===== config.mk =====
export PLATFORM = sky130hd
export DESIGN_NAME = id_ex_stage
export DESIGN_NICKNAME = d
export VERILOG_FILES = /design/src/rtl/id_ex_stage.sv
export SDC_FILE = /design/constraint.sdc
export NUM_CORES = 1
export LEC_CHECK = 0
export CORE_AREA = 2 2 131 133
export DETAILED_ROUTE_END_ITERATION = 6
export DIE_AREA = 0 0 133 135
export GPL_ROUTABILITY_DRIVEN = 1
export PLACE_DENSITY = 0.82
export SYNTH_ARGS = -nofsm -noshare
export SYNTH_HDL_FRONTEND = slang
export SYNTH_SLANG_ARGS = --single-unit

===== constraint.sdc =====
create_clock -name clk -period 1.8 [get_ports clk]
set_input_delay 0.45 -clock clk [delete_from_list [all_inputs] [get_ports clk]]
set_output_delay 0.45 -clock clk [all_outputs]
set_load 0.02 [all_outputs]

===== src/rtl/id_ex_stage.sv =====
// ID/EX pipeline register and ALU operand-select stage.
// Optional forwarding from EX/MEM and MEM/WB is enabled by defining ID_EX_FORWARD_EN.
module id_ex_stage #(
    parameter int XLEN    = 32,
    parameter int RADDR_W = 5
) (
    input  logic               clk,
    input  logic               rst,
    input  logic               id_valid,
    input  logic [1:0]         id_op_kind,
    input  logic               id_use_pc,
    input  logic [2:0]         id_funct3,
    input  logic               id_funct7b5,
    input  logic [RADDR_W-1:0] id_rs1_addr,
    input  logic [RADDR_W-1:0] id_rs2_addr,
    input  logic [RADDR_W-1:0] id_rd_addr,
    input  logic [XLEN-1:0]    id_rs1_data,
    input  logic [XLEN-1:0]    id_rs2_data,
    input  logic [XLEN-1:0]    id_imm,
    input  logic [XLEN-1:0]    id_pc,
    input  logic               id_regwrite,
    input  logic               stall,
    input  logic               flush,
    input  logic               exm_regwrite,
    input  logic [RADDR_W-1:0] exm_rd,
    input  logic [XLEN-1:0]    exm_result,
    input  logic               mwb_regwrite,
    input  logic [RADDR_W-1:0] mwb_rd,
    input  logic [XLEN-1:0]    mwb_data,
    output logic [XLEN-1:0]    alu_src1,
    output logic [XLEN-1:0]    alu_src2,
    output logic [3:0]         alu_ctrl,
    output logic               ex_valid,
    output logic               ex_regwrite,
    output logic [RADDR_W-1:0] ex_rd,
    output logic [XLEN-1:0]    ex_store_data,
    output logic               ex_illegal
);

    typedef enum logic [3:0] {
        ALU_AND = 4'b0000,
        ALU_OR  = 4'b0001,
        ALU_ADD = 4'b0010,
        ALU_SUB = 4'b0011,
        ALU_XOR = 4'b0100,
        ALU_SLT = 4'b0101,
        ALU_SLL = 4'b0110,
        ALU_SRL = 4'b0111,
        ALU_SRA = 4'b1000
    } alu_op_e;

    alu_op_e dec_ctrl;
    logic    dec_illegal;

    alu_op_e            ctrl_q;
    logic               valid_q;
    logic               regwrite_q;
    logic               illegal_q;
    logic               use_pc_q;
    logic               use_imm_q;
    logic [RADDR_W-1:0] rd_q;
    logic [RADDR_W-1:0] rs1_addr_q;
    logic [RADDR_W-1:0] rs2_addr_q;
    logic [XLEN-1:0]    rs1_data_q;
    logic [XLEN-1:0]    rs2_data_q;
    logic [XLEN-1:0]    imm_q;
    logic [XLEN-1:0]    pc_q;

    logic [XLEN-1:0]    fwd_rs1;
    logic [XLEN-1:0]    fwd_rs2;
    logic [XLEN-1:0]    op2;
    logic               is_shift;

    always_comb begin
        dec_ctrl    = ALU_ADD;
        dec_illegal = 1'b0;
        case (id_op_kind)
            2'b00, 2'b01: begin
                case (id_funct3)
                    3'b000: dec_ctrl = (id_op_kind == 2'b00 && id_funct7b5) ? ALU_SUB : ALU_ADD;
                    3'b001: dec_ctrl = ALU_SLL;
                    3'b010: dec_ctrl = ALU_SLT;
                    3'b011: begin
                        dec_ctrl    = ALU_ADD;
                        dec_illegal = 1'b1;
                    end
                    3'b100: dec_ctrl = ALU_XOR;
                    3'b101: dec_ctrl = id_funct7b5 ? ALU_SRA : ALU_SRL;
                    3'b110: dec_ctrl = ALU_OR;
                    default: dec_ctrl = ALU_AND;
                endcase
            end
            2'b10:   dec_ctrl = ALU_ADD;
            default: dec_ctrl = ALU_SUB;
        endcase
    end

    always_ff @(posedge clk) begin
        if (rst || flush) begin
            // reset leaves alu_ctrl at AND (0000); a flush bubble shows ADD
            ctrl_q     <= rst ? ALU_AND : ALU_ADD;
            valid_q    <= 1'b0;
            regwrite_q <= 1'b0;
            illegal_q  <= 1'b0;
            use_pc_q   <= 1'b0;
            use_imm_q  <= 1'b0;
            rd_q       <= '0;
            rs1_addr_q <= '0;
            rs2_addr_q <= '0;
            rs1_data_q <= '0;
            rs2_data_q <= '0;
            imm_q      <= '0;
            pc_q       <= '0;
        end else if (!stall) begin
            ctrl_q     <= dec_ctrl;
            valid_q    <= id_valid;
            regwrite_q <= id_valid & id_regwrite;
            illegal_q  <= id_valid & dec_illegal;
            use_pc_q   <= id_use_pc;
            use_imm_q  <= (id_op_kind == 2'b01) || (id_op_kind == 2'b10);
            rd_q       <= id_rd_addr;
            rs1_addr_q <= id_rs1_addr;
            rs2_addr_q <= id_rs2_addr;
            rs1_data_q <= id_rs1_data;
            rs2_data_q <= id_rs2_data;
            imm_q      <= id_imm;
            pc_q       <= id_pc;
        end
    end

`ifdef ID_EX_FORWARD_EN
    always_comb begin
        fwd_rs1 = rs1_data_q;
        if (exm_regwrite && exm_rd == rs1_addr_q && rs1_addr_q != '0)
            fwd_rs1 = exm_result;
        else if (mwb_regwrite && mwb_rd == rs1_addr_q && rs1_addr_q != '0)
            fwd_rs1 = mwb_data;
    end

    always_comb begin
        fwd_rs2 = rs2_data_q;
        if (exm_regwrite && exm_rd == rs2_addr_q && rs2_addr_q != '0)
            fwd_rs2 = exm_result;
        else if (mwb_regwrite && mwb_rd == rs2_addr_q && rs2_addr_q != '0)
            fwd_rs2 = mwb_data;
    end
`else
    logic unused_fwd;
    assign unused_fwd = ^{exm_regwrite, exm_rd, exm_result, mwb_regwrite, mwb_rd, mwb_data,
                          rs1_addr_q, rs2_addr_q};
    assign fwd_rs1 = rs1_data_q;
    assign fwd_rs2 = rs2_data_q;
`endif

    // the ALU shifts by all of src2, so the shift amount is trimmed here
    assign is_shift = (ctrl_q == ALU_SLL) || (ctrl_q == ALU_SRL) || (ctrl_q == ALU_SRA);
    assign op2      = use_imm_q ? imm_q : fwd_rs2;

    assign alu_src1      = use_pc_q ? pc_q : fwd_rs1;
    assign alu_src2      = is_shift ? {{(XLEN-5){1'b0}}, op2[4:0]} : op2;
    assign alu_ctrl      = ctrl_q;
    assign ex_valid      = valid_q;
    assign ex_regwrite   = regwrite_q;
    assign ex_rd         = rd_q;
    assign ex_store_data = fwd_rs2;
    assign ex_illegal    = illegal_q;

endmodule


==> flow_summary.yaml <==
cells_and_area:
  final_util_pct: 61.72
  area.sequential_um2: 2890
  antennaDiodeCount: 0
  layout.filler_cells: 1344
  multi_input_comb_area_um2: 3080
  layout-area-overhead-vs-synth_pct: 68.75
  post_route_cells_drive_above_1_share_pct: 23.91
  finalNetCount: 1113
timing:
  maxClockFrequency_mhz: 427.9
  finalSetupViolations: 64
  count_of_final_max_slew_check_failures: 0
  worst_slew_margin_rel_pct: 75.01
  setup_ws_ns: -0.5368
  rsz_0062_raised_after_global_routing: "true"
  min_period_over_period_pct: 129.8
  timing_worst_slew_pin_value_ns: 0.3710
  fin_crit_ns: 2.337
  finClkSkew_ns: 0
  number_of_hold_violations_in_the_final_report: 0
clock_network:
  clock_slew_at_the_register_clock_pins_of_the_worst_setup_and_hold_paths_ns: 0.06
  tritoncts: "yes"
  clock_sinks: 142
  cts_made_buffers: 17
  clock_latency_ns: 0.40
  clock_tree_root: "sky130_fd_sc_hd__clkbuf_16"
  ctsLongestPathBuffers: 2
  cts_htree_levels: 4
  postCtsHoldBufs: 0
yosys:
  synthTopCellsByArea: "sky130_fd_sc_hd__dfxtp_1, sky130_fd_sc_hd__mux2i_1, sky130_fd_sc_hd__nor2_1, sky130_fd_sc_hd__mux2_2, sky130_fd_sc_hd__edfxtp_1"
  syn-instance-count: 581
  syn-cell-area_um2: 6001
  ys_async_sr_fraction_pct: 0
  synthDominantCellAreaShare_pct: 46.04
  synth_edf_count: 4
  synth.ff_latch_count: 142
  synthDominantAreaCellType: "sky130_fd_sc_hd__dfxtp_1"
  yosys_most_used_dff: "sky130_fd_sc_hd__dfxtp_1"
  yosysUniqueCellTypes: 33
  ys_warn_count: 0
  post_synth.cell_area_avg_um2: 10.33
  synth_fp_nets: 816
  synth.yosys.seq_area_share_pct: 48.04
status:
  violations: "setup timing"
  outcome: "finished with violations"
detailed_routing:
  drt_pass1_iterations: 4
  total_wirelength_of_the_detailed_routed_design_um: 17340
  drc_errors: 0
  detail_route.iter0.violations: 168
  route.antenna.remaining_nets: 0
  vias: 5205
  vias_per_cell: 4.685
  wl_per_cell_um: 15.61
die:
  die_span_x_um: 133
  placeableCoreArea_um2: 16410
  fp-row-count: 47
  initial_utilization_pct: 36.57
  floorplan.io_pins: 340
  die_h_um: 135
  die-area_um2: 17960
job:
  drv.max_cap_violation_count: 0
placement:
  place_congestion: 0.8092
  hpwl_um: 11490
  dp_worst_setup_slack_ns: -0.4699
  portBuffers: 253
worst_setup_path:
  kind_of_end_point_of_the_critical_path: "output port"
  data_required_time_of_the_critical_path_ns: 1.35
  timing.critical_path.fanout_max: 5
  crit_type: "reg -> out"
  worst-endpoint-arrival_ns: 1.89
  crit_path_start_kind: "register"
global_routing:
  gr-usage-all-layers_pct: 18.63
  grt_start_max_net_pins: 65
  grt_pass1_wl_um: 26500
  grt_pass1_vias: 5234
  number_of_antenna_violations_at_the_first_check_in_global_routing: 0
  globalRouteOverflowTotal: 0
pwr:
  p_leak_uw: 0.004630
  power.ir.vdd_worst_v: 0.0005894
  pwr_density_cell_nw_per_um2: 836.2
min_path:
  worstHoldPathType: "in -> reg"
## routing by layer
metal / GRT usage [%] / share of wire (%) / vias to the layer above
met5: 0 / 0 / -
li1: - / - / 2563
met2: 30.97 / 47 / 207
met4: 6.511 / 1.8 / 0
met1: 22.30 / 42 / 2416
met3: 6.757 / 8.4 / 19
## timing repair
action	in CTS	in global routing
pin swaps	0	6
endpoints found under the setup margin	108	64
setup buffers	22	14
cloned	3	0
resized for setup	359	128
## through the flow
step           instances  hold slack (ns)  total power, uW  instance area, um2  TNS [ns]
6_report            1111           0.4541             8468               10130    -20.28
5_1_grt             1111           0.4600             8775               10130    -24.08
4_1_cts             1102           0.4347             8484                9799    -23.79
3_5_place_dp        1046           0.4818             4594                8954    -18.25
3_3_place_gp        1046           0.4673             4578                8954    -17.10
2_1_floorplan        581           0.4576             3950                6012    -1.677
## layout by cell type (no fill, tap or decap), types with 3 or more instances in the layout
| cell | instances |
|---|---|
| sky130_fd_sc_hd__mux2_4 | 36 |
| sky130_fd_sc_hd__dfxtp_1 | 136 |
| sky130_fd_sc_hd__inv_6 | 5 |
| sky130_fd_sc_hd__nor2_2 | 3 |
| sky130_fd_sc_hd__bufinv_16 | 4 |
| sky130_fd_sc_hd__dlygate4sd2_1 | 44 |
| sky130_fd_sc_hd__clkbuf_16 | 17 |
| sky130_fd_sc_hd__buf_2 | 13 |
| sky130_fd_sc_hd__clkdlybuf4s50_1 | 144 |
| sky130_fd_sc_hd__ha_1 | 3 |
| sky130_fd_sc_hd__buf_8 | 3 |
| sky130_fd_sc_hd__clkbuf_8 | 3 |
| sky130_fd_sc_hd__buf_6 | 70 |
| sky130_fd_sc_hd__buf_4 | 32 |
| sky130_fd_sc_hd__mux2i_1 | 162 |
| sky130_fd_sc_hd__nor2_4 | 6 |
| sky130_fd_sc_hd__nor2_1 | 159 |
| sky130_fd_sc_hd__buf_12 | 10 |
| sky130_fd_sc_hd__edfxtp_1 | 4 |
## cell usage after synthesis (all sizes together) (2+ instances only)
library cell and instances:
mux2 37, buf 36, ha 3, nand3 2
nand2 2, a31oi 2, a21oi 2, nor2b 2
inv 2, nor2 168, clkbuf 5, mux2i 162
dfxtp 138, edfxtp 4, o21ai 2
## sequential cells by signal, indices dropped and copies added, names as in the netlist, 4 cells and up
register,count
alu_ctrl,4
ex_rd,5
ex_store_data,32
fwd_rs1,32
imm_q,32
pc_q,32
## power breakdown
group          leakage (uW)  switching [uW]  internal [uW]
clock              0.000315            1400           2450
combinational       0.00314             538            745
sequential          0.00117            64.7           3260
## critical path, stage by stage, from the launching register on
cell and delay, ns:
sky130_fd_sc_hd__edfxtp_1 0.38, sky130_fd_sc_hd__or4b_4 0.56, sky130_fd_sc_hd__o21ai_4 0.12, sky130_fd_sc_hd__buf_6 0.19
sky130_fd_sc_hd__nor2_1 0.07, sky130_fd_sc_hd__buf_2 0.16
## path summary, 6_finish.rpt
| check | cells after the start | endpoint | start | slack, ns |
|---|---|---|---|---|
| setup reg to reg | 5 | use_pc_q | use_pc_q | 0.78 |
| hold reg to reg | 2 | ex_illegal | ex_illegal | 0.49 |
| hold / removal | 3 | ex_illegal | stall | 0.45 |
| setup / recovery | 5 | alu_src2[19] | alu_ctrl[0] | -0.54 |
## cells by family (layout without fill, tap and decap cells)
logic type      Yosys count  after routing  share of synthesized area [%]
fa+ha+maj                 3              3                         0.6256
mux                     199            199                          33.97
simple gates            182            182                          11.99
buf+inv                  43            353                          3.982
xor+xnor                  1              1                         0.1460
flops                   142            142                          48.04
compound gates           11             11                          1.251
## final cells by class
class,instances,share of cell area (%)
flip-flops and latches,142,28.54
clock buffers,21,4.646
inverters,2,0.07414
repair buffers,319,31.85
well taps,220,2.718
multi-input cells,396,30.42
clock inverters,11,1.742
No activity file was read; power rests on OpenSTA's default activity.
